`config.mk`:
```
export PLATFORM = sky130hd
export DESIGN_NAME = timer_dev_flat
export DESIGN_NICKNAME = d
export VERILOG_FILES = /design/src/rtl/timer_dev_pkg.sv /design/src/rtl/timer_dev_if.sv /design/src/rtl/timer_dev.sv /design/src/flat_wrapper.sv
export SDC_FILE = /design/constraint.sdc
export NUM_CORES = 1
export LEC_CHECK = 0
export CORE_ASPECT_RATIO = 1.1
export CORE_MARGIN = 4
export CORE_UTILIZATION = 47
export DETAILED_ROUTE_END_ITERATION = 10
export HOLD_SLACK_MARGIN = 0.03
export PLACE_DENSITY_LB_ADDON = 0.25
export SETUP_SLACK_MARGIN = 0.05
export SLEW_MARGIN = 0
export SYNTH_ARGS = -nofsm -noshare
export SYNTH_HDL_FRONTEND = slang
export SYNTH_SLANG_ARGS = --single-unit
```
`constraint.sdc`:
```
create_clock -name clk -period 2.4 [get_ports clk]
set_input_delay 0.48 -clock clk [delete_from_list [all_inputs] [get_ports clk]]
set_output_delay 0.48 -clock clk [all_outputs]
set_load 0.005 [all_outputs]
```
`src/rtl/timer_dev_pkg.sv`:
```
// Shared definitions for the memory-mapped countdown timer: register map,
// CTRL field layout, FSM states and the byte-enable store merge.
package timer_dev_pkg;

    localparam logic [1:0] OFF_CTRL   = 2'd0;
    localparam logic [1:0] OFF_PRESET = 2'd1;
    localparam logic [1:0] OFF_COUNT  = 2'd2;
    localparam logic [1:0] OFF_RSVD   = 2'd3;

    localparam logic [31:0] CTRL_WMASK = 32'h0000_000F;

    localparam int unsigned CTRL_EN      = 0;
    localparam int unsigned CTRL_MODE_LO = 1;
    localparam int unsigned CTRL_MODE_HI = 2;
    localparam int unsigned CTRL_IM      = 3;

    // MODE 1x is not decoded and therefore behaves as one-shot.
    typedef enum logic [1:0] {
        MODE_ONESHOT = 2'b00,
        MODE_RELOAD  = 2'b01
    } mode_e;

    typedef enum logic [1:0] {
        ST_IDLE,
        ST_LOAD,
        ST_CNT,
        ST_INT
    } state_e;

    function automatic logic [31:0] be_merge(input logic [31:0] old_v,
                                             input logic [31:0] new_v,
                                             input logic [3:0]  be);
        logic [31:0] r;
        r = old_v;
        for (int unsigned i = 0; i < 4; i++) begin
            if (be[i]) r[8*i +: 8] = new_v[8*i +: 8];
        end
        return r;
    endfunction

endpackage

```
`src/rtl/timer_dev_if.sv`:
```
// Data-memory bus slice seen by the timer: MEM-stage store strobe with byte
// enables and a combinational read-data return.
interface timer_dev_if;

    logic [1:0]  addr;
    logic        we;
    logic [3:0]  be;
    logic [31:0] wdata;
    logic [31:0] rdata;

    modport master (output addr, output we, output be, output wdata, input rdata);
    modport slave  (input addr, input we, input be, input wdata, output rdata);

endinterface

```
`src/rtl/timer_dev.sv`:
```
// Countdown timer with one-shot / auto-reload modes and a maskable,
// registered interrupt request.
module timer_dev
    import timer_dev_pkg::*;
(
    input  logic        clk,
    input  logic        rst,
    timer_dev_if.slave  bus,
    output logic        irq
);

    state_e      state_q, state_d;
    logic [31:0] ctrl_q, ctrl_d;
    logic [31:0] preset_q, preset_d;
    logic [31:0] count_q, count_d;
    logic        pending_q, pending_d;
    logic        irq_q, irq_d;

    logic        en, reload, ctrl_wr, preset_wr;
    logic        cnt_load, cnt_dec, cnt_zero, pend_set, pend_clr, en_clr;

    assign en        = ctrl_q[CTRL_EN];
    assign reload    = (ctrl_q[CTRL_MODE_HI:CTRL_MODE_LO] == MODE_RELOAD);
    assign ctrl_wr   = bus.we && (bus.addr == OFF_CTRL);
    assign preset_wr = bus.we && (bus.addr == OFF_PRESET);

    always_ff @(posedge clk) begin
        if (rst) state_q <= ST_IDLE;
        else     state_q <= state_d;
    end

    always_comb begin
        state_d = state_q;
        unique case (state_q)
            ST_IDLE: if (en) state_d = ST_LOAD;
            ST_LOAD: state_d = ST_CNT;
            ST_CNT: begin
                if (!en)                   state_d = ST_IDLE;
                else if (count_q <= 32'd1) state_d = ST_INT;
            end
            ST_INT:  state_d = reload ? ST_LOAD : ST_IDLE;
            default: state_d = ST_IDLE;
        endcase
    end

    always_comb begin
        cnt_load = 1'b0;
        cnt_dec  = 1'b0;
        cnt_zero = 1'b0;
        pend_set = 1'b0;
        pend_clr = 1'b0;
        en_clr   = 1'b0;
        unique case (state_q)
            ST_LOAD: cnt_load = 1'b1;
            ST_CNT: begin
                if (en && count_q <= 32'd1) begin
                    cnt_zero = 1'b1;
                    pend_set = 1'b1;
                end else if (en) begin
                    cnt_dec = 1'b1;
                end
            end
            ST_INT: begin
                if (reload) pend_clr = 1'b1;
                else        en_clr   = 1'b1;
            end
            default: ;
        endcase
    end

    always_comb begin
        ctrl_d = ctrl_q;
        if (en_clr) ctrl_d[CTRL_EN] = 1'b0;
        // A CTRL store merges against the pre-clear value so it overrides en_clr.
        if (ctrl_wr) ctrl_d = be_merge(ctrl_q, bus.wdata, bus.be) & CTRL_WMASK;

        preset_d = preset_wr ? be_merge(preset_q, bus.wdata, bus.be) : preset_q;

        count_d = count_q;
        if (cnt_load)      count_d = preset_q;
        else if (cnt_zero) count_d = '0;
        else if (cnt_dec)  count_d = count_q - 32'd1;

        // A terminal count in the same cycle as a CTRL store is not lost.
        pending_d = pending_q;
        if (pend_clr || ctrl_wr) pending_d = 1'b0;
        if (pend_set)            pending_d = 1'b1;

        irq_d = pending_q & ctrl_q[CTRL_IM];
    end

    always_ff @(posedge clk) begin
        if (rst) begin
            ctrl_q    <= '0;
            preset_q  <= '0;
            count_q   <= '0;
            pending_q <= 1'b0;
            irq_q     <= 1'b0;
        end else begin
            ctrl_q    <= ctrl_d;
            preset_q  <= preset_d;
            count_q   <= count_d;
            pending_q <= pending_d;
            irq_q     <= irq_d;
        end
    end

    always_comb begin
        bus.rdata = '0;
        unique case (bus.addr)
            OFF_CTRL:   bus.rdata = ctrl_q;
            OFF_PRESET: bus.rdata = preset_q;
            OFF_COUNT:  bus.rdata = count_q;
            OFF_RSVD:   bus.rdata = '0;
            default:    bus.rdata = '0;
        endcase
    end

    assign irq = irq_q;

endmodule

```
`src/flat_wrapper.sv`:
```
// flat-port wrapper written by rule: the top's interface ports become plain ports
module timer_dev_flat import timer_dev_pkg::*;
  (clk, rst, irq, bus_addr, bus_we, bus_be, bus_wdata, bus_rdata);
  timer_dev_if bus_i ();
  input  logic clk;
  input  logic rst;
  output logic irq;
  input wire logic [$bits(bus_i.addr)-1:0] bus_addr;
  input wire logic [$bits(bus_i.we)-1:0] bus_we;
  input wire logic [$bits(bus_i.be)-1:0] bus_be;
  input wire logic [$bits(bus_i.wdata)-1:0] bus_wdata;
  output wire logic [$bits(bus_i.rdata)-1:0] bus_rdata;
  assign bus_i.addr = bus_addr;
  assign bus_i.we = bus_we;
  assign bus_i.be = bus_be;
  assign bus_i.wdata = bus_wdata;
  assign bus_rdata = bus_i.rdata;
  timer_dev u_core (.clk(clk), .rst(rst), .bus(bus_i), .irq(irq));
endmodule
```
==> impl_metrics.toml, run 1 <==
[worst_setup_path]
rr_worst_depth = 7
criticalPathCategory = "reg2reg"
cp_max_fo = 4
critical_path_arrival_ns = 2.67
startpoint_type = "register"
cp-end-kind = "register"
required_ns = 2.63

[global_route]
grt_pass1_vias = 3833
grt_max_degree = 40
gr-usage-all-layers_pct = 23.7
grt_pass1_wl_um = 18000
overflow = 0
antenna_found_initial = 0

[floorplan]
io_pins = 74
rows = 33
start_util_pct = 49.1
core-area_mm2 = 0.00756
dieArea_mm2 = 0.00938
dieWidth_um = 92.7
fp.dieH_um = 101

[clock_network]
cts_max_level = 3
root_buffer = "clkbuf_8"
cts.path.max_buffers = 2
cts_buffers = 9
hold_buffers = 0
cts.clk_slew.worst_paths_ns = 0.07
cts.sinks = 72
clock_latency_ns = 0.35
cts_tree = "done"

[pwr]
finalPower_mw = 2.40
ir_drop_v = 0.000416
pwr_density_cell_mw_per_mm2 = 458
leakage_nw = 2.07

[final_layout]
areaGrowthSynthToFinish_pct = 41.3
post_layout_nonfiller_instances = 671
diodes = 0
stdcell_area_mm2 = 0.00524
final_net_count = 604
drive_above_1_share_pct = 19.3

[min_path]
hold-path-cell-count = 2
hold_class = "reg2reg"

[yosys]
ys_ff_latch = 72
synth_most_common_cell = "nand2_1"
synth_top_cell_area_share_pct = 38.9
synth_top_area_cell = "dfxtp_1"
yosys-top-cells-area = "dfxtp_1 39%, nand2_1 8.6%, a22o_1 6.6%, a21oi_1 4.9%, a22oi_1 3.6%"
syn_area_per_cell_um2 = 8.19
syn_area_mm2 = 0.00371
synth_flop_cell = "dfxtp_1"
synthCells = 453
ys_seq_area_share_pct = 38.9
synth_edf_count = 0
synth_warnings = 0
ys_top_cells_by_count = "85 x nand2_1, 72 x dfxtp_1, 36 x a21oi_1"
ys_types = 51
ys_async_sr_fraction_pct = 0
synth_fp_nets = 496

[drt]
ant_nets = 0
dr.pass1.iters = 5
vias = 3903
wl_per_cell_um = 16.7
initialDrtViolationCount = 215
viasPerCell = 5.82
drt-total-wl_um = 11200
drc = 0

[place]
hpwl_um = 7900
globalplace.congestion = 0.905
placed_area_mm2 = 0.00483
dpl.cell_count = 647
pre_cts_slack_ns = -0.222
portBuffers = 73

[flow_run]
drv_cap = 0

[sta]
finalSetupViolCount = 4
fmax_mhz = 411
hold_viol_final = 0
whs_ns = 0.463
maxSlewViolCount = 0
relSlewSlack_pct = 14.8
rsz0062_at_grt = "yes"
tightest_slew_ns = 1.27
period_share_pct = 101
fin_crit_ns = 2.44
fin_worst_skew_ns = 0.00751
fin_ws_ns = -0.0355

[run_status]
violations = "negative setup slack"
status = "finished, violations left"
==> worst paths after layout <==
check / start / endpoint / slack [ns]
max: u_core.count_q[27] / u_core.count_q[8] / -0.04
min: u_core.pending_q / u_core.irq / 0.46
min reg2reg: u_core.pending_q / u_core.irq / 0.46
max reg2reg: u_core.count_q[27] / u_core.count_q[8] / -0.04
==> metal layers <==
metal,global-route usage (%),vias to the layer above,share of wire (%)
li1,-,1877,-
met3,2.53,19,4.3
met1,29.0,1892,42
met4,9.36,0,1.8
met5,0,-,0
met2,43.0,115,52
==> placed cells by master (no fill, tap or decap), types with 8 or more instances in the layout <==
cell             count
nand2_1             85
xnor2_1             12
nor2_1              17
a22oi_1             18
dfxtp_1             66
clkbuf_8            10
clkdlybuf4s50_1     69
nand3_1              8
nor3_1              15
a22o_1              28
o21ai_0              9
a21oi_1             34
buf_4               47
==> critical path, stage by stage (launching register included) <==
cell and delay [ns]:
dfxtp_2 0.32, or4_4 0.54, or4_4 0.54, nor4_4 0.21, buf_4 0.17, nor3_2 0.06, a21o_1 0.18, a221o_1 0.29
==> logic make-up after synthesis <==
| logic type | synth area share [%] |
|---|---|
| adder cells (fa/ha/maj) | 0.674 |
| buffers and inverters | 4.49 |
| multiplexers | 1.89 |
| AND/OR/NAND/NOR | 25.3 |
| flip-flops | 38.9 |
| XOR/XNOR | 4.49 |
| AO/OA/AOI/OAI | 24.3 |
==> where the power goes <==
group	internal (mW)	switching, mW	total (mW)
clock	0.513	0.458	0.971
sequential	1.21	0.0126	1.22
combinational	0.113	0.0994	0.212
total	1.83	0.570	2.40
==> area by class of cell <==
| cell class | instances | area [um^2] |
|---|---|---|
| clock inverters | 4 | 52.6 |
| inverters | 5 | 18.8 |
| repair buffers | 130 | 1210 |
| fillers | 629 | 2310 |
| flip-flops and latches | 72 | 1450 |
| well taps | 105 | 131 |
| multi-input cells | 343 | 2230 |
| clock buffers | 12 | 145 |
==> per-stage QoR <==
stage | TNS [ns] | util, %
2_1_floorplan | -0.125 | -
3_3_place_gp | -4.81 | 64.0
3_5_place_dp | -5.68 | 64.0
4_1_cts | -0.0358 | 67.7
5_1_grt | -0.623 | 69.4
6_report | -0.0822 | 69.4
==> what timing repair did <==
| action | 4_1_cts | 5_1_grt |
|---|---|---|
| pin swaps | 5 | 12 |
| buffers inserted | 4 | 4 |
| resized for setup | 17 | 29 |
| setup endpoints to repair | 46 | 43 |
==> flip-flops by register name, indices dropped and copies added (netlist names) <==
signal,count
u_core.preset_q,32
u_core.count_q,32
u_core.state_q,2
u_core.ctrl_q,4
u_core.pending_q,1
u_core.irq,1
(Power assumes the default switching activity.)
==> run 2: changes to the inputs <==
--- a/config.mk
+++ b/config.mk
@@ -10,7 +10,8 @@
 export CORE_UTILIZATION = 47
 export DETAILED_ROUTE_END_ITERATION = 10
 export HOLD_SLACK_MARGIN = 0.03
-export PLACE_DENSITY_LB_ADDON = 0.25
+export MAX_ROUTING_LAYER = met4
+export PLACE_DENSITY = 0.88
 export SETUP_SLACK_MARGIN = 0.05
 export SLEW_MARGIN = 0
 export SYNTH_ARGS = -nofsm -noshare
==> run 2 against run 1 <==
- core utilization is 1.4 points higher
- the run still ends with negative setup slack left
- sequential share of layout area is 0.63 points lower
- largest cell class unchanged
- critical path type unchanged
- via count is 9.5% higher
- cell count is 0.45% higher
- worst setup slack worse by 0.062 ns
==> impl_metrics.toml, run 2 (synthesis results as in run 1) <==
[clock_network]
cts.clk_slew.worst_paths_ns = 0.08
root_buffer = "clkbuf_8"
cts.sinks = 72
cts_tree = "done"
cts_max_level = 3
clock_latency_ns = 0.36
cts.path.max_buffers = 2
cts_buffers = 9

[place]
globalplace.congestion = 0.945
pre_cts_slack_ns = -0.198
portBuffers = 73
hpwl_um = 7990
dpl.cell_count = 642

[worst_setup_path]
r2r_slack_ns = -0.1
critical_path_arrival_ns = 2.75
required_ns = 2.65
crit-reg2reg-launch = "u_core.count_q[27]"
cp-end-kind = "register"
startpoint_type = "register"
criticalPathCategory = "reg2reg"
cp_max_fo = 4
rr_worst_depth = 7
reg2reg_to = "u_core.count_q[23]"

[pwr]
pwr_density_cell_mw_per_mm2 = 478
finalPower_mw = 2.56
leakage_nw = 2.27
ir_drop_v = 0.000303

[global_route]
grt_pass1_vias = 3977
antenna_found_initial = 0
met3_usage_pct = 4.23
grtUsageMet1_pct = 31.0
use_met2_pct = 47.0
gr-usage-all-layers_pct = 27.3
grt_max_degree = 35
grt_pass1_wl_um = 19600
busiest_layer = "met2"
overflow = 0

[final_layout]
reg.largest.list = "u_core.count_q: 32 flops, u_core.preset_q: 32 flops, u_core.ctrl_q: 4 flops"
mostFrequentLayoutCells = "85 x nand2_1, 69 x dfxtp_1, 60 x clkdlybuf4s50_1"
final_net_count = 607
n_fill_cell = 554
final_common_cell = "nand2_1"
drive_above_1_share_pct = 18.8
diodes = 0
post_layout_nonfiller_instances = 674
areaGrowthSynthToFinish_pct = 44.2

[floorplan]
fp.dieH_um = 101
start_util_pct = 49.1
core-area_mm2 = 0.00756
rows = 33
dieWidth_um = 92.7
dieArea_mm2 = 0.00938
io_pins = 74

[drt]
wl_per_cell_um = 20.1
initialDrtViolationCount = 631
ant_nets = 0
viasPerCell = 6.34
vias = 4275
drt-total-wl_um = 13600
drc = 0
dr.pass1.iters = 6

[sta]
tns_ns = -0.295
fin_crit_ns = 2.50
period_share_pct = 104
relSlewSlack_pct = 16.9
fmax_mhz = 400
hold_viol_final = 0
rsz0062_at_grt = "yes"
fin_ws_ns = -0.0974
tightest_slew_ns = 1.24
fin_worst_skew_ns = 0.00891
whs_ns = 0.462
finalSetupViolCount = 7
maxSlewViolCount = 0

[run_status]
violations = "negative setup slack"
status = "finished, violations left"

[flow_run]
drv_cap = 0

[min_path]
min_to = "u_core.irq"
hold_class = "reg2reg"
hold-path-cell-count = 2
worstHoldStart = "u_core.pending_q"
## run 2: critical path: stages, from the launching register on
cell and delay (ns):
dfxtp_2 0.32, or4_4 0.54, or4_4 0.54, nor4_4 0.21, buf_4 0.18, nor3_2 0.07
a21o_1 0.20, a221o_1 0.31
## run 2: timing repair
item	4_1_cts	5_1_grt
resized for setup	18	30
setup endpoints to repair	45	58
pin swaps	1	3
setup buffers	4	8
cloned	3	3
hold buffers	0	0
## run 2: cell type report
cell class	instances	area [um^2]	share of cell area, %
Sequential cell	72	1450	27.0
Tap cell	105	131	2.46
Multi-Input combinational cell	343	2210	41.3
Clock buffer	13	149	2.78
Clock inverter	3	65.1	1.22
Timing Repair Buffer	133	1330	24.9
Inverter	5	18.8	0.351
## run 2: how the worst max path moves through the flow
stage | slack [ns] | cells after the start | start | endpoint
floorplan | -0.04 | 8 | u_core.count_q[27] | u_core.count_q[27]
global placement | -0.16 | 5 | bus_addr[0] | bus_rdata[24]
detailed placement | -0.20 | 5 | bus_addr[0] | bus_rdata[12]
CTS | 0.01 | 7 | u_core.count_q[27] | u_core.count_q[8]
global route | -0.14 | 7 | u_core.count_q[27] | u_core.count_q[23]
finish | -0.1 | 7 | u_core.count_q[27] | u_core.count_q[23]
## run 2: power breakdown
group	internal, mW	switching, mW	total (mW)
sequential	1.21	0.0136	1.22
clock	0.614	0.469	1.08
combinational	0.136	0.120	0.256
total	1.96	0.602	2.56
## run 2: layer usage
metal  share of wire [%]  vias to the layer above
met5                   0                        -
met4                 4.0                        0
met3                  10                       61
met2                  49                      302
met1                  36                     2020
li1                    -                     1892
## run 2: per-stage QoR
step	utilization [%]	cell area, um^2
4_1_cts	68.5	5170
6_report	70.8	5350
2_1_floorplan	-	3740
3_3_place_gp	63.5	4800
5_1_grt	70.8	5350
3_5_place_dp	63.5	4800
==> run 3: changes to the inputs <==
--- a/config.mk
+++ b/config.mk
@@ -5,6 +5,7 @@
 export SDC_FILE = /design/constraint.sdc
 export NUM_CORES = 1
 export LEC_CHECK = 0
+export CAP_MARGIN = 20
 export CORE_ASPECT_RATIO = 1.1
 export CORE_MARGIN = 4
 export CORE_UTILIZATION = 47
==> run 3 against run 2 <==
- the flow still finishes with violations (negative setup slack)
- clock skew decreased by 0.0015 ns
- first-iteration DRC count decreased by 17%
- cell area decreased by 0.73%
- clock power decreased by 16%
- routed wire length decreased by 3.7%
- sequential cell count unchanged
- hold slack improved by 0.0018 ns
- via count decreased by 1.6%
- critical path depth unchanged
- largest cell class unchanged
==> impl_metrics.toml, run 3 (synthesis results as in run 1) <==
[global_route]
use_met2_pct = 46.3
gr-usage-all-layers_pct = 27.1
met3_usage_pct = 5.42
antenna_found_initial = 0
grt_pass1_vias = 3923
grt_max_degree = 35
overflow = 0
busiest_layer = "met2"
grt_pass1_wl_um = 19500
grtUsageMet1_pct = 31.5

[drt]
ant_nets = 0
viasPerCell = 6.24
vias = 4208
drt-total-wl_um = 13100
wl_per_cell_um = 19.4
initialDrtViolationCount = 524
dr.pass1.iters = 9
drc = 0

[pwr]
ir_drop_v = 0.000277
clkPwrFrac_pct = 38.3
netSwitchingFraction_pct = 24.2
pwr_density_cell_mw_per_mm2 = 448
leakage_nw = 2.35
intPower_mw = 1.81
seqPwrFrac_pct = 51.2
combPwrFrac_pct = 10.4
p_switching_uw = 576

[final_layout]
final_net_count = 609
stdcell_area_mm2 = 0.00531
fin_util_pct = 70.3
final_common_cell = "nand2_1"
areaGrowthSynthToFinish_pct = 43.2
drive_above_1_share_pct = 18.8
mostFrequentLayoutCells = "85 x nand2_1, 69 x dfxtp_1, 53 x clkdlybuf4s50_1"
reg.largest.list = "u_core.count_q: 32 flops, u_core.preset_q: 32 flops, u_core.ctrl_q: 4 flops"
diodes = 0

[min_path]
hold_class = "reg2reg"
hold-path-cell-count = 2

[worst_setup_path]
cp-end-kind = "register"
cp_max_fo = 4
rr_worst_depth = 7
crit_chain = "or4_4 -> or4_4 -> nor4_4 -> buf_4 -> nor3_2 -> a21o_1 -> a221o_1"
max_stage_delay_ns = 0.54
startpoint_type = "register"
critical_path_arrival_ns = 2.69
required_ns = 2.63
cpMaxStageDelayCell = "or4_4"
crit_top_cell = "or4_4"
criticalPathCategory = "reg2reg"

[place]
placed_area_mm2 = 0.00481
portBuffers = 73
globalplace.congestion = 0.945
hpwl_um = 8050

[run_status]
status = "finished, violations left"
violations = "negative setup slack"

[sta]
rsz0062_at_grt = "yes"
tightest_slew_ns = 1.07
fmax_mhz = 407
period_share_pct = 102
finalSetupViolCount = 5
maxSlewViolCount = 0
hold_viol_final = 0
fin_crit_ns = 2.46
fin_ws_ns = -0.0566
fin_worst_skew_ns = 0.00743
relSlewSlack_pct = 28.3

[clock_network]
cts_tree = "done"
cts.clk_slew.worst_paths_ns = 0.08
root_buffer = "clkbuf_8"
cts_max_level = 3
cts_buffers = 9
cts.sinks = 72
cts.path.max_buffers = 2
clock_latency_ns = 0.35

[floorplan]
fp.dieH_um = 101
start_util_pct = 49.1
core-area_mm2 = 0.00756
io_pins = 74
dieArea_mm2 = 0.00938
rows = 33
dieWidth_um = 92.7

[flow_run]
drv_cap = 0
[run 3: critical path, delay by kind of cell, from the launching register on]
kind,cells,cell delay [ns]
AOI/OAI and AO/OA,2,0.49
buffers and inverters,1,0.18
DFF,1,0.32
and+or+nand+nor,4,1.34
[run 3: area by class of cell]
class	instances	area (um^2)
multi-input combinational	343	2190
tap	105	131
clock buffer	10	128
timing repair buffer	135	1350
clock inverter	4	47.5
sequential	72	1450
fill	539	2240
inverter	5	18.8
[run 3: stage by stage]
stage	power [mW]	hold slack [ns]	setup WS [ns]	TNS (ns)	std cells
3_3_place_gp	1.44	0.446	-0.160	-4.21	642
2_1_floorplan	1.33	0.417	-0.0395	-0.125	453
3_5_place_dp	1.45	0.456	-0.198	-5.58	643
5_1_grt	2.45	0.478	-0.111	-0.664	674
4_1_cts	2.36	0.467	0.0188	0	665
6_report	2.38	0.464	-0.0566	-0.152	674
[run 3: layer usage]
layer / share of wire (%) / vias to the layer above / wire length (um)
met3: 9.0 / 61 / 1170
met4: 3.7 / 0 / 479
li1: - / 1890 / -
met5: 0 / - / 0
met1: 37 / 1981 / 4790
met2: 51 / 276 / 6620
[run 3: power groups by stage]
stage / logic (mW) / clock network, mW / registers [mW]
floorplan: 0.0865 / 0 / 1.24
global placement: 0.196 / 0 / 1.25
detailed placement: 0.202 / 0 / 1.25
CTS: 0.233 / 0.908 / 1.22
global route: 0.262 / 0.967 / 1.22
finish: 0.249 / 0.912 / 1.22
[run 3: repair_timing]
| action | CTS | global route |
|---|---|---|
| buffers inserted | 5 | 11 |
| cloned | 3 | 0 |
| endpoints found under the hold margin | 0 | 0 |
| hold buffers | 0 | 0 |
| resized for setup | 15 | 37 |
| pin swaps | 1 | 8 |
| endpoints found under the setup margin | 42 | 56 |
[run 3: final timing paths]
kind	from	to	slack, ns
setup / recovery	u_core.count_q[27]	u_core.count_q[16]	-0.06
hold / removal	u_core.pending_q	u_core.irq	0.46
setup reg to reg	u_core.count_q[27]	u_core.count_q[16]	-0.06
hold reg to reg	u_core.pending_q	u_core.irq	0.46
==> patch (settings of run 3) <==
Reset style: asynchronous (`rst`), changed in 2 clocked blocks.
--- a/src/rtl/timer_dev.sv
+++ b/src/rtl/timer_dev.sv
@@ -24,7 +24,7 @@
     assign ctrl_wr   = bus.we && (bus.addr == OFF_CTRL);
     assign preset_wr = bus.we && (bus.addr == OFF_PRESET);
 
-    always_ff @(posedge clk) begin
+    always_ff @(posedge clk or posedge rst) begin
         if (rst) state_q <= ST_IDLE;
         else     state_q <= state_d;
     end
@@ -89,7 +89,7 @@
         irq_d = pending_q & ctrl_q[CTRL_IM];
     end
 
-    always_ff @(posedge clk) begin
+    always_ff @(posedge clk or posedge rst) begin
         if (rst) begin
             ctrl_q    <= '0;
             preset_q  <= '0;
Check against the original RTL: differs if rst is asserted again (counterexample within 4 cycles, from zero or initial values and one cycle with rst high); with rst held inactive, the same outputs for 4 cycles.
==> patch against run 3 <==
- final cell count shrank 6.5%
- final area is 4.5% higher
- synthesized area rose by 9.7%
- worst setup slack better by 0.14 ns
- critical path depth down 2
- via count decreased by 7.9%
- sequential cell count did not move
- routed wire length decreased by 4.2%
- die area grew 8.9%
- critical endpoint is now u_core.count_q[27]
- highest routed layer unchanged
Power is not compared: it rests on default switching activity, and its combinational part moved more than twofold at a synthesized area within 25%.
==> patch: results (changes against run 3) <==
* Status: finished clean
* Met2 routed wirelength at 6230 µm (-5.9%)
* Worst r2r dst: u_core.count_q[27]
* Synth top cells by count: dfrtp_1, nand2_1, mux2_2, a22o_1, nor2_1
* Prevailing post-synth register cell: dfrtp_1
* Number of global-route vias before repair at 3,927 (+0.10%)
* DRT met1 WL at 5170 µm (+7.9%)
* Worst-Margin Slew at 0.774 ns (-0.298 ns)
* Met3 GRT Util at 0.0443 (-0.00989)
* Leading post-synthesis cells by cell area: dfrtp_1, mux2_2, a22o_1
* Placer Congestion at 0.913 (-3.4%)
* Hold Path Class: in -> async
* Setup bufs post-CTS at 2 (-3)
* Placed inst area at 5220 µm² (+8.6%)
* Post-Synth XOR/XNOR Area at 0.0151 (-0.0298)
* WL per Instance at 19.9 µm (+2.4%)
* Met3 wire len at 788 µm (-33%)
* Met2 usage at 0.407 (-0.0558)
* Area fraction in compound gates after synthesis at 0.191 (-0.0520)
* Synth cell types at 56 (+9.8%)
* Final core utilization at 0.660 (-0.0428)
* Reg2reg setup slack at 0.08 ns (+0.14 ns)
* Post-synthesis mux area share at 0.112 (+0.0927)
* Syn Nets at 446 (-10%)
* Worst Skew at 0.0139 ns (+0.00648 ns)
* WP data arrival at 2.55 ns (-0.14 ns)
* Nets@finish at 558 (-8.4%)
* Largest net degree at the start of global routing at 73 (+110%)
* 1st-iter DRT viols at 310 (-41%)
* Ratio of cells with drive above 1 in the final layout at 0.247 (+0.0586)
* Fillers at 677 (+26%)
-- patch: cell types whose count changed in the layout (fill, tap and decap cells not counted), sizes merged, moves of 10 or more --
cell,delta
dfrtp,+72
dfxtp,-72
nand2,-48
mux2,+35
a21oi,-26
clkdlybuf4s50,+13
dlymetal6s2s,-12
xnor2,-10
-- patch: metrics by stage --
stage          power, µW  worst slack, ns  std cells  hold slack (ns)
4_1_cts             5230           0.0569        627            0.503
3_5_place_dp        4220           -0.264        608            0.484
2_1_floorplan       3240           0.0951        403            0.454
5_1_grt             5600           0.0307        630            0.534
3_3_place_gp        4130           -0.163        608            0.486
6_report            5280           0.0813        630            0.515
-- patch: layout make-up --
cell class | instances | share of cell area
flip-flops and latches | 72 | 0.325
well taps | 111 | 0.0250
repair buffers | 132 | 0.228
clock inverters | 5 | 0.0101
multi-input cells | 291 | 0.382
clock buffers | 10 | 0.0248
inverters | 9 | 0.00609
